--- src/rtl/fifo_mem_ctrl.sv ---
// FIFO controller for an external dual-port memory: it keeps the pointers and
// occupancy, drives the memory write/read ports and returns read data through a two-stage pipeline.
module fifo_mem_ctrl #(
    parameter int DATA_WIDTH   = 6,
    parameter int ADDR_WIDTH   = 3,
    parameter int ALMOST_FULL  = 6,
    parameter int ALMOST_EMPTY = 2
) (
    input  logic                  Clock,
    input  logic                  reset_L,
    input  logic                  push,
    input  logic [DATA_WIDTH-1:0] push_data,
    input  logic                  pop,
    output logic [DATA_WIDTH-1:0] pop_data,
    output logic                  pop_valid,
    output logic                  oWriteEnable,
    output logic [ADDR_WIDTH-1:0] oWriteAddress,
    output logic [DATA_WIDTH-1:0] oDataIn,
    output logic [ADDR_WIDTH-1:0] oReadAddress0,
    input  logic [DATA_WIDTH-1:0] iDataOut0,
    output logic                  full,
    output logic                  empty,
    output logic                  almost_full,
    output logic                  almost_empty,
    output logic [ADDR_WIDTH:0]   count,
    output logic                  overflow,
    output logic                  underflow
);
    localparam logic [ADDR_WIDTH:0]   DEPTH    = (ADDR_WIDTH+1)'(2 ** ADDR_WIDTH);
    localparam logic [ADDR_WIDTH:0]   AF_LEVEL = (ADDR_WIDTH+1)'(ALMOST_FULL);
    localparam logic [ADDR_WIDTH:0]   AE_LEVEL = (ADDR_WIDTH+1)'(ALMOST_EMPTY);
    localparam logic [ADDR_WIDTH-1:0] PTR_ONE  = ADDR_WIDTH'(1);
    localparam logic [ADDR_WIDTH:0]   CNT_ONE  = (ADDR_WIDTH+1)'(1);

    // Each bit marks one occupied stage, so ADDR and CAPTURE overlap when pops run back to back.
    typedef enum logic [1:0] {
        RD_IDLE         = 2'b00,
        RD_CAPTURE      = 2'b01,
        RD_ADDR         = 2'b10,
        RD_ADDR_CAPTURE = 2'b11
    } rd_state_t;

    rd_state_t             rd_state_reg, rd_state_next;
    logic [ADDR_WIDTH-1:0] wr_ptr_reg, rd_ptr_reg;
    logic [ADDR_WIDTH-1:0] waddr_reg, raddr_reg;
    logic [DATA_WIDTH-1:0] wdata_reg, rdata_reg;
    logic [ADDR_WIDTH:0]   count_reg;
    logic                  we_reg, valid_reg, ovf_reg, unf_reg;
    logic                  push_ok, pop_ok, capture_en;

    assign full         = (count_reg == DEPTH);
    assign empty        = (count_reg == '0);
    assign almost_full  = (count_reg >= AF_LEVEL);
    assign almost_empty = (count_reg <= AE_LEVEL);
    assign count        = count_reg;

    // A pop frees a slot in the same cycle, so a push against a full FIFO is still taken.
    assign pop_ok  = pop && !empty;
    assign push_ok = push && (!full || pop_ok);

    assign oWriteEnable  = we_reg;
    assign oWriteAddress = waddr_reg;
    assign oDataIn       = wdata_reg;
    assign oReadAddress0 = raddr_reg;
    assign pop_data      = rdata_reg;
    assign pop_valid     = valid_reg;
    assign overflow      = ovf_reg;
    assign underflow     = unf_reg;

    always_ff @(posedge Clock or negedge reset_L) begin
        if (!reset_L) begin
            wr_ptr_reg <= '0;
            rd_ptr_reg <= '0;
            waddr_reg  <= '0;
            raddr_reg  <= '0;
            wdata_reg  <= '0;
            count_reg  <= '0;
            we_reg     <= 1'b0;
            ovf_reg    <= 1'b0;
            unf_reg    <= 1'b0;
        end else begin
            we_reg <= push_ok;
            if (push_ok) begin
                waddr_reg  <= wr_ptr_reg;
                wdata_reg  <= push_data;
                wr_ptr_reg <= wr_ptr_reg + PTR_ONE;
            end
            if (pop_ok) begin
                raddr_reg  <= rd_ptr_reg;
                rd_ptr_reg <= rd_ptr_reg + PTR_ONE;
            end
            if (push_ok && !pop_ok) begin
                count_reg <= count_reg + CNT_ONE;
            end else if (pop_ok && !push_ok) begin
                count_reg <= count_reg - CNT_ONE;
            end
            if (push && !push_ok) begin
                ovf_reg <= 1'b1;
            end
            if (pop && !pop_ok) begin
                unf_reg <= 1'b1;
            end
        end
    end

    always_ff @(posedge Clock or negedge reset_L) begin
        if (!reset_L) begin
            rd_state_reg <= RD_IDLE;
        end else begin
            rd_state_reg <= rd_state_next;
        end
    end

    always_comb begin
        rd_state_next = RD_IDLE;
        case (rd_state_reg)
            RD_IDLE, RD_CAPTURE:     rd_state_next = pop_ok ? RD_ADDR : RD_IDLE;
            RD_ADDR, RD_ADDR_CAPTURE: rd_state_next = pop_ok ? RD_ADDR_CAPTURE : RD_CAPTURE;
            default:                 rd_state_next = RD_IDLE;
        endcase
    end

    always_comb begin
        capture_en = 1'b0;
        if (rd_state_reg == RD_CAPTURE || rd_state_reg == RD_ADDR_CAPTURE) begin
            capture_en = 1'b1;
        end
    end

    always_ff @(posedge Clock or negedge reset_L) begin
        if (!reset_L) begin
            rdata_reg <= '0;
            valid_reg <= 1'b0;
        end else begin
            valid_reg <= capture_en;
            if (capture_en) begin
                rdata_reg <= iDataOut0;
            end
        end
    end
endmodule

--- config.mk ---
export PLATFORM = sky130hd
export DESIGN_NAME = fifo_mem_ctrl
export DESIGN_NICKNAME = d
export VERILOG_FILES = /design/src/rtl/fifo_mem_ctrl.sv
export SDC_FILE = /design/constraint.sdc
export NUM_CORES = 1
export LEC_CHECK = 0
export ABC_CLOCK_PERIOD_IN_PS = 4000
export BUFFER_PORTS_ARGS = -buffer_cell sky130_fd_sc_hd__buf_2
export CAP_MARGIN = 40
export CELL_PAD_IN_SITES_DETAIL_PLACEMENT = 0
export CELL_PAD_IN_SITES_GLOBAL_PLACEMENT = 1
export CORE_ASPECT_RATIO = 2
export CORE_UTILIZATION = 40
export DETAILED_ROUTE_END_ITERATION = 8
export PLACE_DENSITY_LB_ADDON = 0.1
export SYNTH_ARGS = -nofsm -noshare
export SYNTH_HDL_FRONTEND = slang
export SYNTH_SLANG_ARGS = --single-unit
--- constraint.sdc ---
create_clock -name Clock -period 4 [get_ports Clock]
set_input_delay 0.6 -clock Clock [delete_from_list [all_inputs] [get_ports Clock]]
set_output_delay 0.6 -clock Clock [all_outputs]
set_load 0.02 [all_outputs]
==> metrics.yaml, run 1 <==
route:
  drt_iter0_markers: 12
  wirelength_microns: 2750
  viasPerCell: 4.95
  vias: 994
  postRouteAntennaNets: 0
  remaining_drc_errors: 0
  drtPass1Iterations: 4
  wl_per_cell_microns: 13.7
grt:
  grt.met3_usage_pct: 4.04
  grt_max_degree: 35
  grt_use_met2_pct: 25.7
  grt-ovfl-total: 0
  grt_pass1_vias: 990
  grt_use_met1_pct: 14.9
  grt_pass1_wl_microns: 4300
  grt_use_total_pct: 14.9
  antenna_found_initial: 0
  busiest_layer: "met2"
worst_setup_path:
  worstSetupPathType: "reg2reg"
  end_kind: "flop"
  max_stage_delay_ns: 0.60
  cp_top_family: "simple AND/OR/NAND/NOR gates"
  cp_cell_sequence: "or4b_4, o21ai_4, inv_1, ha_1, inv_1, ha_1, or4_1, o211ai_1, o211ai_1"
  crit-reg2reg-launch: "count[0]"
  critPathLaunch: "count[0]"
  cp_max_fo: 9
  arrival_ns: 3.05
  cp.buffers_inverters: 2
  cp_data_required_time_ns: 4.17
  crit_path_start_kind: "flop"
  cp_slowest_cell: "or4b_4"
power_and_ir_drop:
  power_leakage_nw: 0.903
  sw_frac_of_total_pct: 38.0
  clkPwrFrac_pct: 20.5
  internal-power_w: 0.000945
  p_per_area_nw_per_um2: 809
  switching_power_w: 0.000579
  pwr-share-comb_pct: 40.2
  p_seq_share_pct: 39.3
  irDropWorstVdd_mv: 0.538
timing:
  relSlewSlack_pct: 49.4
  final_hold_viol_count: 0
  whs_ns: 0.346
  setup_viol: 0
  fin_tns_setup_ns: 0
  timing.fmax_mhz: 347
  tightest_slew_ns: 0.759
  fin_crit_ns: 2.88
  rsz0062_at_grt: "false"
  fin_skew_ns: 0.00782
  fin_crit_sh_pct: 72.0
  drv_slew: 0
placed_design:
  placed_cell_area_sq_um: 1770
  post-dp-hpwl_microns: 1990
  io_buffers: 45
  gp_congestion: 0.721
cts:
  ctsHoldBuffers: 0
  cts_resized: 0
  htree_levels: 2
  cts_buffer_depth: 2
  cts_tree: "built"
  insertion_delay_ns: 0.28
  cts_setup_buffers: 0
  root_buffer: "clkbuf_8"
  cts_sinks: 34
  path_clk_slew_ns: 0.07
  cts_buffers: 5
min_path:
  hp-start: "rd_state_reg[1]"
  hp-class: "reg2reg"
run:
  maxCapViolCount: 0
yosys:
  ys_seq_area_share_pct: 55.6
  ys_types: 31
  synth_nets: 127
  syn-instance-count: 105
  ys_ff_latch: 34
  syn_avg_cell_area_sq_um: 14.6
  yosys_warnings: 0
  netlist_area_sq_um: 1530
final_layout:
  finalNetCount: 173
  num_antenna_cells: 0
  drive_above_1_share_pct: 52.0
  nFillCells: 360
  area_delta_synth_final_pct: 23.1
  fin_area_sq_um: 1880
die:
  dieArea_sq_um: 4090
  coreArea_sq_um: 3650
  die_w_microns: 45.7
  ioPinCount: 46
  fp.dieH_microns: 89.5
  initial_core_util_pct: 42.0
  rows: 31
status:
  outcome: "completed"
-- final timing paths --
| kind | endpoint | slack, ns | depth (start not counted) |
|---|---|---|---|
| max in group asynchronous | oDataIn[3] | 3.13 | 1 |
| min in group asynchronous | wr_ptr_reg[1] | 0.39 | 1 |
| setup / recovery | count[3] | 1.12 | 9 |
| hold / removal | rd_state_reg[0] | 0.35 | 0 |
| setup reg to reg | count[3] | 1.12 | 9 |
| hold reg to reg | rd_state_reg[0] | 0.35 | 0 |
-- synth_stat cells (all sizes together) --
| library cell | n | share of area, % |
|---|---|---|
| dfrtp | 34 | 56 |
| mux2 | 21 | 17 |
| inv | 6 | 1.5 |
| ha | 5 | 4.1 |
| xnor2 | 5 | 2.9 |
| clkbuf | 4 | 0.98 |
| buf | 3 | 2.5 |
| o211ai | 3 | 1.5 |
| a21o | 2 | 0.98 |
| a21oi | 2 | 0.65 |
| nand2 | 2 | 0.49 |
| nand3 | 2 | 0.65 |
| o21ai | 2 | 1.4 |
| a2111o | 1 | 0.74 |
| a211oi | 1 | 0.49 |
| a31o | 1 | 0.57 |
| fa | 1 | 1.3 |
| mux2i | 1 | 0.65 |
| nand3b | 1 | 0.49 |
| nor2 | 1 | 0.25 |
| nor3 | 1 | 0.33 |
| nor4 | 1 | 0.41 |
| o41ai | 1 | 1.8 |
| or3 | 1 | 0.41 |
| or4 | 1 | 0.49 |
| or4b | 1 | 0.90 |
| xor2 | 1 | 0.57 |
-- per-layer routing --
| layer | wire, microns | vias up | part of all wire, % |
|---|---|---|---|
| met2 | 1420 | 35 | 52 |
| met4 | 83 | 0 | 3.0 |
| met5 | 0 | - | 0 |
| met3 | 135 | 7 | 4.9 |
| met1 | 1100 | 497 | 40 |
| li1 | - | 455 | - |
-- through the flow --
step / total power (W) / utilization (%) / setup slack, ns / instances
detailed placement: 0.00123 / 48.6 / 1.11 / 193
global route: 0.00164 / 51.7 / 0.925 / 201
floorplan: 0.00105 / - / 1.01 / 105
global placement: 0.00122 / 48.6 / 1.22 / 193
CTS: 0.00155 / 51.7 / 1.11 / 201
finish: 0.00152 / 51.7 / 1.12 / 201
-- final cells by class --
class,count,area (sq um),share of cell area [%]
Clock buffer,5,68.8,3.65
Clock inverter,3,45.0,2.39
Inverter,6,22.5,1.20
Multi-Input combinational cell,58,603,32.0
Sequential cell,34,851,45.2
Tap cell,49,61.3,3.25
Timing Repair Buffer,46,233,12.4
-- power by group through the flow --
stage	Combinational [W]	Sequential, W	Clock, W
after global placement	0.000617	0.000600	0
after global routing	0.000674	0.000622	0.000341
after detailed placement	0.000620	0.000608	0
final	0.000612	0.000600	0.000312
after floorplan	0.000368	0.000685	0
after CTS	0.000622	0.000602	0.000327
-- cells by family after synthesis --
| kind of cell | Yosys count | synth area share, % |
|---|---|---|
| buffers and inverters | 13 | 4.99 |
| AND/OR/NAND/NOR | 11 | 4.42 |
| multiplexers | 22 | 18.1 |
| flip-flops | 34 | 55.6 |
| adder cells (fa/ha/maj) | 6 | 5.40 |
| XOR/XNOR | 6 | 3.43 |
| AO/OA/AOI/OAI | 13 | 8.09 |
-- placed cells by master, fill, tap and decap left out, drive strengths merged --
cell      netlist  final
or4b            1      1
xnor2           5      5
a21oi           2      2
a2111o          1      1
or3             1      1
ha              5      5
fa              1      1
clkbuf          4      5
o211ai          3      3
clkinvlp        0      2
bufinv          0      1
a31o            1      1
or4             1      1
buf             3     46
o41ai           1      1
nand2           2      2
nor4            1      1
dfrtp          34     34
inv             6      6
mux2i           1      1
nor3            1      1
nor2            1      1
nand3           2      2
nand3b          1      1
a211oi          1      1
a21o            2      2
xor2            1      1
mux2           21     21
o21ai           2      2
Note: power is estimated with default switching activity, not from simulation.
==> run 2: changes to the inputs <==
--- a/config.mk
+++ b/config.mk
@@ -5,7 +5,7 @@
 export SDC_FILE = /design/constraint.sdc
 export NUM_CORES = 1
 export LEC_CHECK = 0
-export ABC_CLOCK_PERIOD_IN_PS = 4000
+export ABC_CLOCK_PERIOD_IN_PS = 2700
 export BUFFER_PORTS_ARGS = -buffer_cell sky130_fd_sc_hd__buf_2
 export CAP_MARGIN = 40
 export CELL_PAD_IN_SITES_DETAIL_PLACEMENT = 0
==> constraint.sdc (replaced) <==
create_clock -name Clock -period 2.7 [get_ports Clock]
set_input_delay 0.405 -clock Clock [delete_from_list [all_inputs] [get_ports Clock]]
set_output_delay 0.405 -clock Clock [all_outputs]
set_load 0.02 [all_outputs]
==> run 2 against run 1 <==
Net effect: critical path depth stayed put; clock power is 9.6% higher; final cell count is 2.0% higher; first-iteration DRC count is 58% higher; combinational power is 78% higher; global-route usage is 0.41 points higher; setup slack worse by 0.94 ns; critical path type unchanged; critical endpoint unchanged; highest routed layer unchanged.
==> metrics.yaml, run 2 (synthesized netlist as in run 1, its figures left out) <==
die:
  die_w_microns: 45.7  # unchanged
  ioPinCount: 46  # unchanged
  fp.dieH_microns: 89.5  # unchanged
  dieArea_sq_um: 4090  # unchanged
  coreArea_sq_um: 3650  # unchanged
  rows: 31  # unchanged
  initial_core_util_pct: 42.0  # unchanged
cts:
  cts_buffers: 5  # unchanged
  cts_sinks: 34  # unchanged
  cts_setup_buffers: 0  # unchanged
  cts_resized: 0  # unchanged
  cts_buffer_depth: 2  # unchanged
  htree_levels: 2  # unchanged
  insertion_delay_ns: 0.28  # about the same
  ctsHoldBuffers: 0  # unchanged
  cts_tree: "built"
  path_clk_slew_ns: 0.07  # about the same
  root_buffer: "clkbuf_8"
timing:
  relSlewSlack_pct: 50.5  # +1.2 points
  timing.fmax_mhz: 398  # +14%
  fin_skew_ns: 0.00371  # -0.00411 ns
  setup_viol: 0  # unchanged
  rsz0062_at_grt: "false"
  fin_crit_ns: 2.52  # -0.364 ns
  fin_tns_setup_ns: 0  # unchanged
  fin_crit_sh_pct: 93.2  # +21 points
  whs_ns: 0.186  # -0.160 ns
  final_hold_viol_count: 0  # unchanged
  drv_slew: 0  # unchanged
  tightest_slew_ns: 0.742  # -0.0174 ns
  setup_ws_ns: 0.184  # -0.936 ns
placed_design:
  placed_cell_area_sq_um: 1840  # +4.0%
  io_buffers: 45  # unchanged
  post-dp-hpwl_microns: 2190  # +9.8%
  placedCellCount: 198  # +2.6%
  gp_congestion: 0.686  # -4.8%
  pre_cts_ws_ns: 0.194  # -0.917 ns
grt:
  grt_pass1_vias: 973  # -1.7%
  grt_pass1_wl_microns: 4390  # +2.1%
  grt_use_total_pct: 15.3  # +0.41 points
  grt-ovfl-total: 0  # unchanged
  grt_max_degree: 35  # unchanged
  antenna_found_initial: 0  # unchanged
final_layout:
  nFillCells: 350  # -2.8%
  finalNetCount: 178  # +2.9%
  mostFrequentLayoutCell: "buf_2"
  num_antenna_cells: 0  # unchanged
  final_cell_mix: "45 x buf_2, 32 x dfrtp_1, 13 x mux2_2"
  fin_cells: 205  # +2.0%
  fin_area_sq_um: 1920  # +1.9%
  area_delta_synth_final_pct: 25.4
  drive_above_1_share_pct: 57.1  # +5.1 points
worst_setup_path:
  end_kind: "flop"
  crit_path_start_kind: "flop"
  cp_cell_sequence: "or4b_4, o21ai_4, inv_4, ha_4, inv_4, ha_4, or4_1, o211ai_1, o211ai_1"
  cp_max_fo: 6  # -3
  cp_data_required_time_ns: 2.86  # -1.31 ns
  cp_slowest_cell: "or4b_4"
  worstSetupPathType: "reg2reg"
  max_stage_delay_ns: 0.57  # -0.03 ns
  arrival_ns: 2.67  # -0.38 ns
route:
  drtPass1Iterations: 4  # unchanged
  wl_per_cell_microns: 14.1  # +3.3%
  postRouteAntennaNets: 0  # unchanged
  wirelength_microns: 2890  # +5.4%
  remaining_drc_errors: 0  # unchanged
  vias: 1010  # +1.6%
  drt_iter0_markers: 19  # +7
  viasPerCell: 4.93  # -0.37%
status:
  outcome: "completed"
power_and_ir_drop:
  p_seq_share_pct: 36.4  # -2.9 points
  p_per_area_nw_per_um2: 1180  # +45%
  pwr-share-comb_pct: 48.5  # +8.3 points
  clkPwrFrac_pct: 15.2  # -5.3 points
  sw_frac_of_total_pct: 38.8  # +0.85 points
  internal-power_w: 0.00138  # +46%
  irDropWorstVdd_mv: 0.665  # +24%
  power_leakage_nw: 0.919  # +1.7%
  switching_power_w: 0.000876  # +51%
min_path:
  hp-class: "in2async"
run:
  maxCapViolCount: 0  # unchanged
## run 2: critical path, delay by kind of cell, from the launching register on
family | cells | cell delay [ns]
flip-flops | 1 | 0.40
AND/OR/NAND/NOR | 2 | 1.05
buffers and inverters | 2 | 0.14
AO/OA/AOI/OAI | 3 | 0.40
adder cells (fa/ha/maj) | 2 | 0.40
## run 2: final cells by class
cell class              count  area, sq um  share of cell area, %
flip-flops and latches     34          853                   44.5
repair buffers             51          270                   14.1
multi-input cells          58          628                   32.7
inverters                   6         27.5                   1.43
clock buffers               5         68.8                   3.59
well taps                  49         61.3                   3.19
clock inverters             2         10.0                  0.522
## run 2: power by group through the flow
stage	clock [W]	combinational, W	sequential, W
after global routing	0.000377	0.00119	0.000846
final	0.000342	0.00109	0.000820
after detailed placement	0	0.00111	0.000833
after floorplan	0	0.000570	0.00102
after CTS	0.000357	0.00111	0.000825
after global placement	0	0.00108	0.000818
## run 2: through the flow
| stage | utilization, % | power [W] |
|---|---|---|
| after floorplan | - | 0.00159 |
| after global placement | 50.5 | 0.00190 |
| after detailed placement | 50.5 | 0.00194 |
| after CTS | 52.6 | 0.00229 |
| after global routing | 52.6 | 0.00241 |
| final | 52.6 | 0.00226 |
## run 2: final timing paths
path	slack (ns)	cells past startpoint	startpoint	endpoint
setup / recovery	0.18	9	count[0]	count[3]
hold / removal	0.19	1	reset_L	pop_data[1]
setup reg to reg	0.18	9	count[0]	count[3]
hold reg to reg	0.35	0	rd_state_reg[1]	rd_state_reg[0]
max in group asynchronous	1.99	1	reset_L	count[1]
min in group Clock	0.35	0	rd_state_reg[1]	rd_state_reg[0]
## run 2: per-layer routing
layer / GRT usage [%] / vias up / share of wire (%)
li1: - / 466 / -
met1: 16.0 / 479 / 38
met2: 24.8 / 53 / 51
met3: 3.43 / 12 / 5.4
met4: 13.1 / 0 / 5.5
met5: 0 / - / 0
